$ cat config.mk
export PLATFORM = sky130hd
export DESIGN_NAME = alu_serial_subtractor
export DESIGN_NICKNAME = d
export VERILOG_FILES = /design/src/rtl/alu_serial_subtractor.sv
export SDC_FILE = /design/constraint.sdc
export NUM_CORES = 1
export LEC_CHECK = 0
export CAP_MARGIN = 20
export CORE_AREA = 2 2 81 83
export DETAILED_ROUTE_END_ITERATION = 8
export DIE_AREA = 0 0 83 85
export SYNTH_ARGS = -nofsm -noshare
export SYNTH_HDL_FRONTEND = slang
export SYNTH_SLANG_ARGS = --single-unit
$ cat constraint.sdc
create_clock -name clk -period 3.84 [get_ports clk]
set_input_delay 0.768 -clock clk [delete_from_list [all_inputs] [get_ports clk]]
set_output_delay 0.768 -clock clk [all_outputs]
set_load 0.005 [all_outputs]
$ cat src/rtl/alu_serial_subtractor.sv
// Bit-serial subtractor: Diff = A - B, one bit per clock, LSB first.
// Start/done handshake. Borrow, Zero and signed-Overflow flags are registered
// alongside Diff and hold until the next completion.
module alu_serial_subtractor #(
    parameter int WIDTH = 8
) (
    input  logic             clk,
    input  logic             rst,
    input  logic             start,
    input  logic [WIDTH-1:0] A,
    input  logic [WIDTH-1:0] B,
    output logic             busy,
    output logic             done,
    output logic [WIDTH-1:0] Diff,
    output logic             Borrow,
    output logic             Zero,
    output logic             Overflow
);

    localparam int CW = (WIDTH > 2) ? $clog2(WIDTH) : 1;
    localparam logic [CW-1:0] CNT_LAST = CW'(WIDTH - 1);
    localparam logic [CW-1:0] CNT_ONE  = CW'(1);

    typedef enum logic [1:0] {
        S_IDLE = 2'd0,
        S_RUN  = 2'd1,
        S_DONE = 2'd2
    } state_t;

    state_t          state_q, state_d;
    logic [WIDTH-1:0] a_q, a_d;        // minuend, shifted right each RUN cycle
    logic [WIDTH-1:0] b_q, b_d;        // subtrahend, shifted right each RUN cycle
    logic [WIDTH-1:0] res_q, res_d;    // result bits enter at the MSB side
    logic [CW-1:0]    cnt_q, cnt_d;
    logic             bin_q, bin_d;    // borrow carried between bit positions
    logic             a_msb_q, a_msb_d; // operand sign bits kept for Overflow,
    logic             b_msb_q, b_msb_d; // since the shift registers lose them
    logic [WIDTH-1:0] diff_q, diff_d;
    logic             borrow_q, borrow_d;
    logic             zero_q, zero_d;
    logic             ovf_q, ovf_d;

    // One full-subtractor bit slice on the current LSBs.
    logic             d_bit;
    logic             bout;
    logic [WIDTH-1:0] res_shift;

    assign d_bit     = a_q[0] ^ b_q[0] ^ bin_q;
    assign bout      = (~a_q[0] & b_q[0]) | (~(a_q[0] ^ b_q[0]) & bin_q);
    assign res_shift = {d_bit, res_q[WIDTH-1:1]};

    // State and datapath registers; async reset aborts any operation in flight.
    always_ff @(posedge clk or posedge rst) begin
        // NOTE: non-blocking assignments so every register samples pre-edge values.
        if (rst) begin
            state_q  <= S_IDLE;
            a_q      <= '0;
            b_q      <= '0;
            res_q    <= '0;
            cnt_q    <= '0;
            bin_q    <= 1'b0;
            a_msb_q  <= 1'b0;
            b_msb_q  <= 1'b0;
            diff_q   <= '0;
            borrow_q <= 1'b0;
            zero_q   <= 1'b0;
            ovf_q    <= 1'b0;
        end else begin
            state_q  <= state_d;
            a_q      <= a_d;
            b_q      <= b_d;
            res_q    <= res_d;
            cnt_q    <= cnt_d;
            bin_q    <= bin_d;
            a_msb_q  <= a_msb_d;
            b_msb_q  <= b_msb_d;
            diff_q   <= diff_d;
            borrow_q <= borrow_d;
            zero_q   <= zero_d;
            ovf_q    <= ovf_d;
        end
    end

    // Next-state, bit-serial step and result capture on the final RUN edge.
    always_comb begin
        // NOTE: every target gets a hold default first so no latch is inferred.
        state_d  = state_q;
        a_d      = a_q;
        b_d      = b_q;
        res_d    = res_q;
        cnt_d    = cnt_q;
        bin_d    = bin_q;
        a_msb_d  = a_msb_q;
        b_msb_d  = b_msb_q;
        diff_d   = diff_q;
        borrow_d = borrow_q;
        zero_d   = zero_q;
        ovf_d    = ovf_q;

        case (state_q)
            S_IDLE, S_DONE: begin
                if (start) begin
                    state_d = S_RUN;
                    a_d     = A;
                    b_d     = B;
                    a_msb_d = A[WIDTH-1];
                    b_msb_d = B[WIDTH-1];
                    bin_d   = 1'b0;
                    cnt_d   = '0;
                    res_d   = '0;
                end else begin
                    state_d = S_IDLE;
                end
            end
            S_RUN: begin
                res_d = res_shift;
                a_d   = a_q >> 1;
                b_d   = b_q >> 1;
                bin_d = bout;
                cnt_d = cnt_q + CNT_ONE;
                if (cnt_q == CNT_LAST) begin
                    state_d  = S_DONE;
                    diff_d   = res_shift;
                    borrow_d = bout;
                    zero_d   = (res_shift == '0);
                    ovf_d    = (a_msb_q != b_msb_q) && (res_shift[WIDTH-1] != a_msb_q);
                end
            end
            default: state_d = S_IDLE;
        endcase
    end

    assign busy     = (state_q == S_RUN);
    assign done     = (state_q == S_DONE);
    assign Diff     = diff_q;
    assign Borrow   = borrow_q;
    assign Zero     = zero_q;
    assign Overflow = ovf_q;

endmodule

* Yosys cells after proc, flatten, opt, wreduce, memory -nomap -nowiden
Index checks and enable logic that the tools add are counted.
Cells by class: muxes and demuxes 13, $add $sub $neg 1, bitwise gates (word level) 7, reductions and logical operators 8, equal/unequal tests 7
Operators with widths (number):
- $pmux W8 S2 | 3
- $mux W8 | 3
- $logic_not A8 Y1 | 1
- $pmux W3 S2 | 1
- $reduce_and A2 Y1 | 3
- $pmux W2 S2 | 1
- $add A3 B1 Y3 const B | 1
- $eq A3 B3 Y1 const B | 1
- $mux W3 | 1
- $and A1 B1 Y1 | 2
- $eq A2 B1 Y1 const B | 1
- $eq A2 B2 Y1 const B | 1
- $logic_not A2 Y1 | 1
- $mux W1 | 2
- $mux W2 | 1
- $ne A1 B1 Y1 | 2
- $ne A2 B1 Y1 const B | 1
- $ne A2 B2 Y1 const B | 1
- $not A1 Y1 | 2
- $pmux W1 S2 | 1
- $reduce_bool A2 Y1 | 1
- $reduce_or A2 Y1 | 1
- $xor A1 B1 Y1 | 2
- $logic_and A1 B1 Y1 | 1
- $or A1 B1 Y1 | 1
Word-level totals: register bits after elaboration 43, word-level logic and storage cells 48, input bits 19, output and inout port bits 13

* Depth between registers and ports, before layout
depth after elaboration 5, depth in mapped cells 6, depth with buffers taken out 5

* Worst setup path after synthesis
Ideal clock, no wire load.
path type register -> output, from register state_q[1], to output busy, slack 2.265 ns, buffers on the path 1, arrival time 0.807 ns, stages on the path, launching flop included 4, path through dfrtp_1 > nand2b_2 > clkinv_2 > buf_4
Between the ends: longest elaborated chain between the ends 1
Ends and longest elaborated chain:
- start: declaration | RTL line 30 | state_t state_q, state_d;
- start signal: assignment | RTL line 69 | state_q <= state_d;
- $eq A2 B1 Y1 | RTL line 133 | assign busy = (state_q == S_RUN);
- end: declaration | RTL line 12 | output logic busy,
No other way between the ends.

* Final worst setup path
from register state_q[0], to output busy
Same word-level chain as after synthesis.

==> reports/metrics.csv <==
stage,metric,value,unit
power_and_ir_drop,leakage,0.977,nW
sta,drv_slew,0,
job,maxCapViolations,0,
power_and_ir_drop,clockPowerShare,18.0,%
yosys,avgSynthCellArea,12.2,µm²
yosys,synth_top_area_share,57.7,%
sta,finalHoldViolations,0,
floorplanning,core,6200,µm²
drt,wirelength,3400,µm
yosys,ys_seq_elements,42,
cts,clk_path_buf_depth,2,
critical_path,path_cells,nand2b_2 -> clkinv_2 -> clkdlybuf4s50_1,
grt,grt-busiest-layer,met2,
cts,h-tree-depth,2,
final_layout,seq_area,1050,µm²
critical_path,critical_path.max_stage_delay,0.57,ns
yosys,yosysUniqueCellTypes,27,
critical_path,cp.arrival,2.07,ns
drt,drt_iter0_drc,55,
floorplanning,start_util,29.4,%
drt,wire_per_inst,13.2,µm
cts,post_cts_resized,0,
status,status,"finished, final reports clean",
drt,drt_first_pass_iters,4,
yosys,synth_area,1820,µm²
grt,antenna_found_initial,0,
sta,fin_worst_skew,0.00721,ns
cts,post_cts_buffers,0,
sta,fin_crit,2.84,ns
critical_path,critPathLaunchType,flop,
yosys,yosys.area.top_type,dfrtp_1,
placed_design,dp_hpwl,2320,µm
power_and_ir_drop,p_sw_share,33.7,%
cts,cts_made_buffers,5,
grt,met1_usage,13.5,%
critical_path,worst_setup_path_end_kind,output port,
grt,met3_usage,2.63,%
cts,clk_pin_slew,0.07,ns
floorplanning,dieWidth,83,µm
power_and_ir_drop,p_per_area,835,nW/µm²
drt,num_vias,1209,
yosys,synthTopCellsByArea,"dfrtp_1 58%, a22o_1 4.8%, o22ai_1 4.8%, buf_6 3.7%, nor3_1 3.3%",
worst_hold_path,hp-class,reg2reg,
floorplanning,rows,29,
cts,cts_tree,done,
final_layout,multi_input_area,642,µm²
critical_path,crit_type,reg2out,
sta,rsz0062_at_grt,false,
yosys,yosys_warnings,0,
critical_path,cp.required,3.07,ns
power_and_ir_drop,vdd_drop_max,0.341,mV
grt,overflow,0,
cts,clock_sinks,42,
drt,via_per_inst,4.70,
sta,tns,0,ns
final_layout,num-fill-cells,629,
yosys,synth_fp_nets,172,
placed_design,gp_congestion,0.704,
power_and_ir_drop,combPwrFrac,39.9,%
final_layout,area_delta_synth_final,23.2,%
cts,root_buffer,clkbuf_8,
power_and_ir_drop,p_int,1.24,mW
grt,grt_max_degree,43,
grt,grt_pass1_wl,6020,µm
sta,post-route-period-util,73.9,%
final_layout,diodes,0,
grt,gr-usage-met2,17.2,%
final_layout,final_core_util,36.2,%
placed_design,portBuffers,31,
final_layout,drive_gt1_share,11.1,%
final_layout,final_nets,202,
sta,worstMarginPinSlew,0.671,ns
drt,drcViolationCount,0,
sta,setup_violations,0,
floorplanning,pin_count,32,
power_and_ir_drop,p_seq_share,42.1,%
sta,whs,0.485,ns
cts,clk_latency,0.29,ns
sta,fmax,352,MHz
floorplanning,die_y,85,µm
floorplanning,dieArea,7060,µm²
power_and_ir_drop,finalPower,1.87,mW
critical_path,critPathSlowestCell,clkdlybuf4s50_1,
cts,ctsHoldBuffers,0,
critical_path,critPathMaxFanout,22,
grt,grt_pass1_vias,1271,
worst_hold_path,min_path_cells,2,
critical_path,r2r_cells,4,
sta,slew_headroom,55.3,%
yosys,yosysSeqAreaShare,57.7,%
drt,ant_nets,0,
power_and_ir_drop,power.switching,633,µW
yosys,synthCells,149,
grt,grt_use_total,10.4,%
-- logic make-up after synthesis --
| logic type | after synthesis | share of synthesized area (%) |
|---|---|---|
| fa+ha+maj | 4 | 3.57 |
| mux | 8 | 5.56 |
| flops | 42 | 57.7 |
| compound gates | 34 | 12.8 |
| simple gates | 45 | 13.3 |
| buf+inv | 16 | 7.07 |
-- worst paths after layout --
check                      startpoint        to  slack (ns)
hold / removal                   Zero      Zero        0.48
setup reg to reg           state_q[0]  res_q[5]        2.07
min in group asynchronous         rst  Overflow        0.90
max in group asynchronous         rst    a_q[3]        2.55
hold reg to reg                  Zero      Zero        0.48
setup / recovery           state_q[0]      busy        1.00
-- critical path, delay by kind of cell (launching register included) --
kind                   cells  cell delay (ns)
DFF                        1             0.45
buffers and inverters      2             0.99
and+or+nand+nor            1             0.35
-- layer usage --
| layer | wire length [µm] | part of all wire [%] | vias up |
|---|---|---|---|
| li1 | - | - | 587 |
| met2 | 1650 | 48 | 28 |
| met1 | 1560 | 46 | 587 |
| met4 | 42 | 1.2 | 0 |
| met5 | 0 | 0 | - |
| met3 | 152 | 4.5 | 7 |
-- power by group through the flow --
stage / clock (mW) / combinational (mW) / sequential, mW
after floorplan: 0 / 0.587 / 0.770
after global placement: 0 / 0.745 / 0.797
after detailed placement: 0 / 0.760 / 0.801
after CTS: 0.348 / 0.763 / 0.794
after global routing: 0.366 / 0.842 / 0.822
final: 0.337 / 0.748 / 0.790
-- layout make-up --
cell class	count	area share [%]
flip-flops and latches	42	46.8
multi-input cells	91	28.6
repair buffers	33	14.5
well taps	77	4.29
clock buffers	7	3.40
clock inverters	1	1.34
inverters	6	1.06
-- per-stage QoR --
stage	area (µm²)	instances	setup slack, ns
after floorplan	1820	149	2.10
after global placement	2140	249	1.33
after detailed placement	2140	249	1.32
after CTS	2240	257	0.994
after global routing	2240	257	0.888
final	2240	257	1.00
-- synthesized netlist by cell type --
| master | count |
|---|---|
| nand3_1 | 1 |
| inv_1 | 5 |
| nor2b_1 | 2 |
| buf_4 | 3 |
| nand3b_4 | 1 |
| mux2_2 | 5 |
| nor2_8 | 1 |
| dfrtp_1 | 42 |
| mux2_4 | 3 |
| nor3_1 | 12 |
| o22ai_1 | 14 |
| nor4_1 | 2 |
| nor3b_1 | 1 |
| buf_8 | 1 |
| buf_6 | 6 |
| nand2b_2 | 1 |
| fa_1 | 2 |
| and2b_1 | 1 |
| nand2_1 | 10 |
| nor2_1 | 12 |
| a21oi_1 | 3 |
| ha_1 | 2 |
| clkinv_2 | 1 |
| a22o_1 | 10 |
| nand2b_1 | 1 |
| o2bb2ai_1 | 2 |
| o21ai_0 | 5 |
-- sequential cells by signal, indices dropped and copies added (netlist names) --
signal and cells:
a_q 8, b_msb_q 1, Borrow 1, Diff 8
a_msb_q 1, b_q 8, Overflow 1, cnt_q 3
bin_q 1, res_q 7, state_q 2, Zero 1
-- cells in the final DEF (no fill, tap or decap), types with 2 or more instances in the layout --
master	count
dfrtp_1	42
clkdlybuf4s50_1	31
o22ai_1	14
nor3_1	12
nor2_1	12
a22o_1	10
nand2_1	10
o21ai_0	5
inv_1	5
mux2_2	5
clkbuf_8	5
a21oi_1	3
mux2_4	3
nor2b_1	2
nor4_1	2
o2bb2ai_1	2
fa_1	2
ha_1	2
clkbuf_1	2
buf_4	2
No activity file was read; power rests on OpenSTA's default activity.
